$ cat config.mk
export PLATFORM = sky130hd
export DESIGN_NAME = gcd_arbiter
export DESIGN_NICKNAME = d
export VERILOG_FILES = /design/src/rtl/gcd_arbiter.sv
export SDC_FILE = /design/constraint.sdc
export NUM_CORES = 1
export LEC_CHECK = 0
export BUFFER_PORTS_ARGS = -buffer_cell sky130_fd_sc_hd__clkbuf_2
export CORE_UTILIZATION = 44
export DETAILED_ROUTE_END_ITERATION = 7
export GPL_TIMING_DRIVEN = 1
export PLACE_DENSITY = 0.82
export SLEW_MARGIN = 20
export SYNTH_ARGS = -nofsm -noshare
export SYNTH_HDL_FRONTEND = slang
export SYNTH_SLANG_ARGS = --single-unit
export TNS_END_PERCENT = 1
$ cat constraint.sdc
create_clock -name clk -period 2.5 [get_ports clk]
set_clock_uncertainty 0.05 [all_clocks]
set_input_delay 0.5 -clock clk [delete_from_list [all_inputs] [get_ports clk]]
set_output_delay 0.5 -clock clk [all_outputs]
set_load 0.03 [all_outputs]
$ cat src/rtl/gcd_arbiter.sv
// Round-robin arbiter sharing one gcd unit among NREQ requesters, one transaction in flight.
// Optional watchdog enabled by defining GCD_ARB_TIMEOUT_EN.
module gcd_arbiter #(
    parameter int NREQ    = 4,
    parameter int TIMEOUT = 1024
) (
    input  logic                 clk,
    input  logic                 reset_n,
    input  logic [NREQ-1:0]      req_val,
    output logic [NREQ-1:0]      req_rdy,
    input  logic [32*NREQ-1:0]   req_msg,
    output logic [NREQ-1:0]      resp_val,
    input  logic [NREQ-1:0]      resp_rdy,
    output logic [15:0]          resp_msg,
    output logic                 gcd_req_val,
    input  logic                 gcd_req_rdy,
    output logic [31:0]          gcd_req_msg,
    input  logic                 gcd_resp_val,
    output logic                 gcd_resp_rdy,
    input  logic [15:0]          gcd_resp_msg,
    output logic [1:0]           grant_id,
    output logic                 busy,
    output logic                 timeout
);

    typedef enum logic [1:0] {IDLE, ISSUE, WAIT, RETURN} state_t;

    typedef struct packed {
        logic [15:0] a;
        logic [15:0] b;
    } gcd_op_t;

    if (NREQ != 4 || TIMEOUT < 2) begin : g_cfg_check
        $error("gcd_arbiter: NREQ must be 4 and TIMEOUT at least 2");
    end

    state_t      state, state_nxt;
    logic [1:0]  rr_ptr;
    gcd_op_t     op_q;
    logic [15:0] res_q;

    logic [1:0]  win;
    logic        found;
    logic        req_fire;
    logic        gcd_req_fire;
    logic        gcd_resp_fire;
    logic        ret_fire;
    logic        wd_fire;

    // First valid requester at or after rr_ptr, wrapping through the 2-bit index.
    always_comb begin
        logic [1:0] idx;
        win   = rr_ptr;
        found = 1'b0;
        idx   = rr_ptr;
        for (int k = 0; k < NREQ; k++) begin
            idx = rr_ptr + k[1:0];
            if (!found && req_val[idx]) begin
                win   = idx;
                found = 1'b1;
            end
        end
    end

    always_ff @(posedge clk or negedge reset_n) begin
        if (!reset_n) state <= IDLE;
        else          state <= state_nxt;
    end

    always_comb begin
        state_nxt     = state;
        req_rdy       = '0;
        resp_val      = '0;
        gcd_req_val   = 1'b0;
        gcd_resp_rdy  = 1'b0;
        req_fire      = 1'b0;
        gcd_req_fire  = 1'b0;
        gcd_resp_fire = 1'b0;
        ret_fire      = 1'b0;
        case (state)
            IDLE: begin
                // Drain any response left over from an aborted transaction.
                gcd_resp_rdy = 1'b1;
                req_rdy[win] = found;
                if (found) begin
                    req_fire  = 1'b1;
                    state_nxt = ISSUE;
                end
            end
            ISSUE: begin
                gcd_req_val = 1'b1;
                if (gcd_req_rdy) begin
                    gcd_req_fire = 1'b1;
                    state_nxt    = WAIT;
                end else if (wd_fire) begin
                    state_nxt = RETURN;
                end
            end
            WAIT: begin
                gcd_resp_rdy = 1'b1;
                if (gcd_resp_val) begin
                    gcd_resp_fire = 1'b1;
                    state_nxt     = RETURN;
                end else if (wd_fire) begin
                    state_nxt = RETURN;
                end
            end
            RETURN: begin
                resp_val[grant_id] = 1'b1;
                if (resp_rdy[grant_id]) begin
                    ret_fire  = 1'b1;
                    state_nxt = IDLE;
                end
            end
            default: state_nxt = IDLE;
        endcase
    end

    always_ff @(posedge clk or negedge reset_n) begin
        if (!reset_n) begin
            rr_ptr   <= 2'd0;
            grant_id <= 2'd0;
            op_q     <= '0;
            res_q    <= 16'd0;
        end else begin
            if (req_fire) begin
                grant_id <= win;
                op_q     <= req_msg[{win, 5'd0} +: 32];
            end
            if (gcd_resp_fire)
                res_q <= gcd_resp_msg;
            else if (wd_fire)
                res_q <= 16'hFFFF;
            if (ret_fire)
                rr_ptr <= grant_id + 2'd1;
        end
    end

`ifdef GCD_ARB_TIMEOUT_EN
    localparam int WDW = $clog2(TIMEOUT) + 1;
    logic [WDW-1:0] wd_q;

    // >= rather than == so a request accepted exactly at the limit still times out in WAIT.
    assign wd_fire = ((state == ISSUE && !gcd_req_rdy) || (state == WAIT && !gcd_resp_val))
                     && (wd_q >= WDW'(TIMEOUT - 1));

    always_ff @(posedge clk or negedge reset_n) begin
        if (!reset_n) begin
            wd_q    <= '0;
            timeout <= 1'b0;
        end else begin
            timeout <= wd_fire;
            if (req_fire)
                wd_q <= '0;
            else if (state == ISSUE || state == WAIT)
                wd_q <= wd_q + 1'b1;
        end
    end
`else
    assign wd_fire = 1'b0;
    assign timeout = 1'b0;
`endif

    assign gcd_req_msg = op_q;
    assign resp_msg    = res_q;
    assign busy        = (state != IDLE);

endmodule

# Yosys cells after proc, flatten, opt, wreduce, memory -nomap -nowiden
# Cells that the tools add are included.
# totals
reg_bits	54
in_bits	156
output_inout_bits	62
wordCells	75
# classes
n_addsub	4
n_lt_le_gt_ge	8
eq_ne	7
shift	1
n_mux	36
bitwise	1
reduce_logical	12
# op_table
cell	n
variable part select 128 x 8 -> 32 bit	1
2-to-1 mux 1 bit	19
< comparator 2 x 3 -> 1 bit (second input constant)	6
2-to-1 mux 2 bit	7
binary-select mux 1 bit (select 2 bit)	5
2-to-1 mux 4 bit	2
!= test 2 bit (second input constant)	4
one-hot mux 2 bit (4 select lines)	1
logical AND 1 bit	5
adder 2 x 1 -> 2 bit (second input constant)	2
adder 2 bit (second input constant)	2
AND 4 bit	1
demux 1 bit (select 2 bit)	2
== test 2 bit (second input constant)	2
greater-or-equal comparator 2 x 1 -> 1 bit (second input constant)	2
AND reduction 4 bit	1
zero test 1 bit	3
== test 2 x 1 -> 1 bit (second input constant)	1
zero test 2 bit	1
nonzero test 2 bit	1
OR reduction 2 bit	1

# Depth between registers and ports, before layout
# depth
depth_word	18
ltp_mapped	8
mapped_depth_nobuf	7

# Worst setup path after synthesis
# OpenSTA, ideal clock, no wires.
# synth_timing
path_kind	in2out
startpoint	in req_val[2]
endpoint	out req_rdy[1]
t_arrival_ns	2.183
required_ns	1.950
setup_slack_ns	-0.233
stages	6
n_path_buf	2
cell_sequence	nand2b_1 -> a221oi_2 -> nand2_1 -> buf_2 -> buf_6 -> a211oi_1
# synth_between
elab_chain_len	18
word_cells_on_any_way	28
classes_between	2 x order compare; 18 x mux; 1 x bitwise; 7 x reduce/logical
# synth_rtl
element	line	text
from (decl)	9	input logic [NREQ-1:0] req_val,
binary-select mux 1 bit (select 2 bit)	58	if (!found && req_val[idx]) begin
2-to-1 mux 1 bit (implied by the code)	58	
2-to-1 mux 1 bit	58	
zero test 1 bit	58	
logical AND 1 bit	58	
2-to-1 mux 1 bit	58	
zero test 1 bit	58	
logical AND 1 bit	58	
[... 2 more ...]	-	
logical AND 1 bit	58	
2-to-1 mux 2 bit	58	
< comparator 2 x 3 -> 1 bit (implied by the code) or greater-or-equal comparator 2 x 1 -> 1 bit (tied branches)	84	req_rdy[win] = found;
logical AND 1 bit (implied by the code)	84	
2-to-1 mux 1 bit (implied by the code)	84	
demux 1 bit (select 2 bit)	84	
AND 4 bit (no source line) (*)	-	
2-to-1 mux 4 bit (*)	80	case (state)
to (decl)	10	output logic [NREQ-1:0] req_rdy,
# Every way passes the cells marked *; elsewhere a longest branch is shown, timed or not. The select of a mux whose other input is x is not followed.

# Final worst setup path
# layout_timing
startpoint	reg rr_ptr[1]
endpoint	out req_rdy[3]
# layout_between
elab_chain_len	18
word_cells_on_any_way	31
classes_between	3 x add/sub; 2 x order compare; 18 x mux; 1 x bitwise; 7 x reduce/logical
# layout_rtl
element	line	text
from (decl)	38	logic [1:0] rr_ptr;
from (signal assigned)	135	rr_ptr <= grant_id + 2'd1;
parallel branches: the longest is 16 deep, another holds < comparator 2 x 3 -> 1 bit	-	
AND 4 bit (no source line) (*)	-	
2-to-1 mux 4 bit (*)	80	
# Mark *: on every way between the ends. The select of a mux whose other input is x is not followed.

==> flow_metrics.env <==
export IMPL_cts_buffers=5
export IMPL_cts_htree_levels=2
export IMPL_synth_area_mux_share_pct=6.00
export IMPL_timing_final_max_slew_violations=0
export IMPL_setup_viol=0
export IMPL_most_common_layout_cells="sky130_fd_sc_hd__clkbuf_2 (214), sky130_fd_sc_hd__and3_1 (64), sky130_fd_sc_hd__dfrtp_1 (53)"
export IMPL_design_portCount=218
export IMPL_core_area_mm2=0.00777
export IMPL_max_vdd_ir_drop_mv=0.520
export IMPL_detailed_place_hpwl_um=7910
export IMPL_pwr_dens_mw_per_mm2=1230
export IMPL_drt_initial_drc_count=131
export IMPL_share_of_post_route_cells_with_drive_strength_above_1_pct=57.6
export IMPL_post_synthesis_net_count=518
export IMPL_filler_cell_count=656
export IMPL_synth_top_family_by_area="simple AND/OR/NAND/NOR gates"
export IMPL_route_met3_wl_um=830
export IMPL_design_final_nets=720
export IMPL_cts_path_max_buffers=2
export IMPL_tritoncts_num_sinks=54
export IMPL_measured_slew_at_the_worst_slew_check_pin_ps=664
export IMPL_setup_worst_path_class="reg2out"
export IMPL_wl_met1_um=4280
export IMPL_rows=32
export IMPL_synth_compound_area_share_pct=20.3
export IMPL_firstDrtPassIters=4
export IMPL_place_gp_congestion=0.843
export IMPL_maxSlewHeadroom_pct=55.6
export IMPL_ys_warn_count=0
export IMPL_finalSetupTns_ps=0
export IMPL_number_of_antenna_violations_at_the_first_check_in_global_routing=0
export IMPL_cts_hold_fix_buffers=0
export IMPL_post_synth_edffs=0
export IMPL_antenna_cells_inserted=0
export IMPL_max_freq_ghz=0.414
export IMPL_grt_total_usage_pct=23.9
export IMPL_syn2layout_area_growth_pct=36.9
export IMPL_synth_adder_area_share_pct=2.81
export IMPL_final_hold_viol_count=0
export IMPL_routed_via_density=5.37
export IMPL_synth_cells=354
export IMPL_post_synth_xor_area_fraction_pct=0
export IMPL_ys_ff_latch=54
export IMPL_grt_pass1_wl_um=16300
export IMPL_cp_data_arrival_time_ps=1860
export IMPL_post_synth_and_or_nand_nor_area_fraction_pct=27.5
export IMPL_portBuffers=216
export IMPL_report_power_total_mw=6.01
export IMPL_clockRootBuffer="sky130_fd_sc_hd__clkbuf_8"
export IMPL_detail_route_wl_per_cell_um=15.8
export IMPL_remaining_drc_errors=0
export IMPL_design_die_area_mm2=0.00847
export IMPL_timing_rr_start="state[1]"
export IMPL_synthFlopType="sky130_fd_sc_hd__dfrtp_1"
export IMPL_cellLeakagePower_nw=2.43
export IMPL_clkLatencyLatePin_ps=300
export IMPL_routed_top_layer="met4"
export IMPL_finalWirelength_um=10400
export IMPL_grt_max_degree=67
export IMPL_timing_critical_path_required_ps=1950
export IMPL_cts_clk_slew_worst_paths_ps=100
export IMPL_synth_seq_area_share_pct=37.9
export IMPL_critPathMaxFanout=7
export IMPL_die_h_um=92.1
export IMPL_final_common_cell="sky130_fd_sc_hd__clkbuf_2"
export IMPL_tritoncts="done"
export IMPL_worst_r2r_path_depth=8
export IMPL_synth_avg_cell_area_um2=10.1
export IMPL_initial_core_utilization_pct=45.9
export IMPL_status="completed"
export IMPL_rrSetupSlack_ps=490
export IMPL_drtAntennaViolNets=0
export IMPL_drv_max_cap_violation_count=0
export IMPL_holdCritPathClass="in2async"
export IMPL_period_share_pct=96.5
export IMPL_timing_final_crit_period_ps=2410
export IMPL_end_kind="primary output"
export IMPL_hold_slack_ps=122
export IMPL_horizontal_die_dimension_um=92.1
export IMPL_async_flop_share_pct=100
export IMPL_cp_start_kind="flip-flop"
export IMPL_r2r_end="gcd_req_msg[12]"
export IMPL_synth_distinct_cells=38
export IMPL_wl_met2_um=5100
export IMPL_synth_area_mm2=0.00357
export IMPL_via_count_of_the_first_global_routing_pass=3322
export IMPL_vias=3536
export IMPL_residual_overflow_from_global_routing=0
cells by family (layout without fill, tap and decap cells):
family | Yosys count | after routing
AND/OR/NAND/NOR | 153 | 153
AO/OA/AOI/OAI | 80 | 80
flip-flops | 54 | 54
buffers and inverters | 40 | 243
multiplexers | 18 | 18
adder cells (fa/ha/maj) | 8 | 8
other | 1 | 1
metrics by stage:
step | worst slack [ps] | instances | utilization, % | area (µm²)
CTS | 40.2 | 658 | 62.6 | 4860
finish | 86.3 | 659 | 62.9 | 4880
global route | -0.418 | 659 | 62.9 | 4880
floorplan | -127 | 354 | - | 3570
detailed placement | 143 | 650 | 61.4 | 4770
global placement | 166 | 650 | 61.4 | 4770
power by group:
part / switching, mW / internal, mW
logic: 2.49 / 1.40
registers: 0.294 / 1.33
clock network: 0.293 / 0.203
timing repair:
action                                  4_1_cts  5_1_grt
resized for setup                             1        6
buffers inserted                              0        1
endpoints found under the setup margin        2        2
pin swaps                                     0        0
critical path, stage by stage, from the launching register on:
cell	delay [ps]
sky130_fd_sc_hd__dfrtp_2	450
sky130_fd_sc_hd__o22ai_1	130
sky130_fd_sc_hd__a221oi_4	310
sky130_fd_sc_hd__nand2_2	140
sky130_fd_sc_hd__nor4_2	300
sky130_fd_sc_hd__buf_2	240
synth_stat cells, types with 2 or more instances:
cell,count,area (µm²)
sky130_fd_sc_hd__o21ai_0,4,20.0
sky130_fd_sc_hd__inv_1,8,30.0
sky130_fd_sc_hd__and3_1,64,400
sky130_fd_sc_hd__nor4_2,2,25.0
sky130_fd_sc_hd__a211oi_2,26,325
sky130_fd_sc_hd__nand2_1,6,22.5
sky130_fd_sc_hd__buf_6,3,33.8
sky130_fd_sc_hd__nor3_1,5,25.0
sky130_fd_sc_hd__a211oi_1,39,293
sky130_fd_sc_hd__ha_1,8,100
sky130_fd_sc_hd__nor2b_1,3,18.8
sky130_fd_sc_hd__mux2_2,17,191
sky130_fd_sc_hd__buf_4,4,30.0
sky130_fd_sc_hd__clkbuf_1,19,71.3
sky130_fd_sc_hd__o22ai_1,2,12.5
sky130_fd_sc_hd__nor2_1,33,124
sky130_fd_sc_hd__dfrtp_1,54,1350
sky130_fd_sc_hd__a21oi_1,2,10.0
sky130_fd_sc_hd__buf_2,6,30.0
sky130_fd_sc_hd__and2_1,4,25.0
sky130_fd_sc_hd__nor3_2,27,270
sky130_fd_sc_hd__nand2b_1,2,12.5
flip-flops by register name (all words and copies together), names as in the netlist:
name,count
gcd_req_msg,32
resp_msg,16
grant_id,2
rr_ptr,2
state,2
layout make-up:
| class | count | area [µm²] | area share [%] |
|---|---|---|---|
| Multi-Input combinational cell | 260 | 2060 | 42.3 |
| Sequential cell | 54 | 1350 | 27.7 |
| Tap cell | 102 | 128 | 2.61 |
| Clock inverter | 3 | 25.0 | 0.512 |
| Inverter | 8 | 30.0 | 0.615 |
| Timing Repair Buffer | 227 | 1220 | 24.9 |
| Clock buffer | 5 | 68.8 | 1.41 |
worst max path at each step:
stage	startpoint	endpoint	cells past startpoint
2_1_floorplan	req_val[2]	req_rdy[3]	6
3_3_place_gp	req_val[2]	req_rdy[1]	5
3_5_place_dp	req_val[2]	req_rdy[3]	6
4_1_cts	rr_ptr[1]	req_rdy[3]	5
5_1_grt	rr_ptr[1]	req_rdy[3]	5
6_report	rr_ptr[1]	req_rdy[3]	5
metal layers:
metal / vias to the layer above / track usage [%]
met4: 0 / 7.29
met1: 1631 / 30.7
li1: 1717 / -
met5: - / 0
met2: 172 / 40.4
met3: 16 / 4.81
Note: power is estimated with default switching activity, not from simulation.
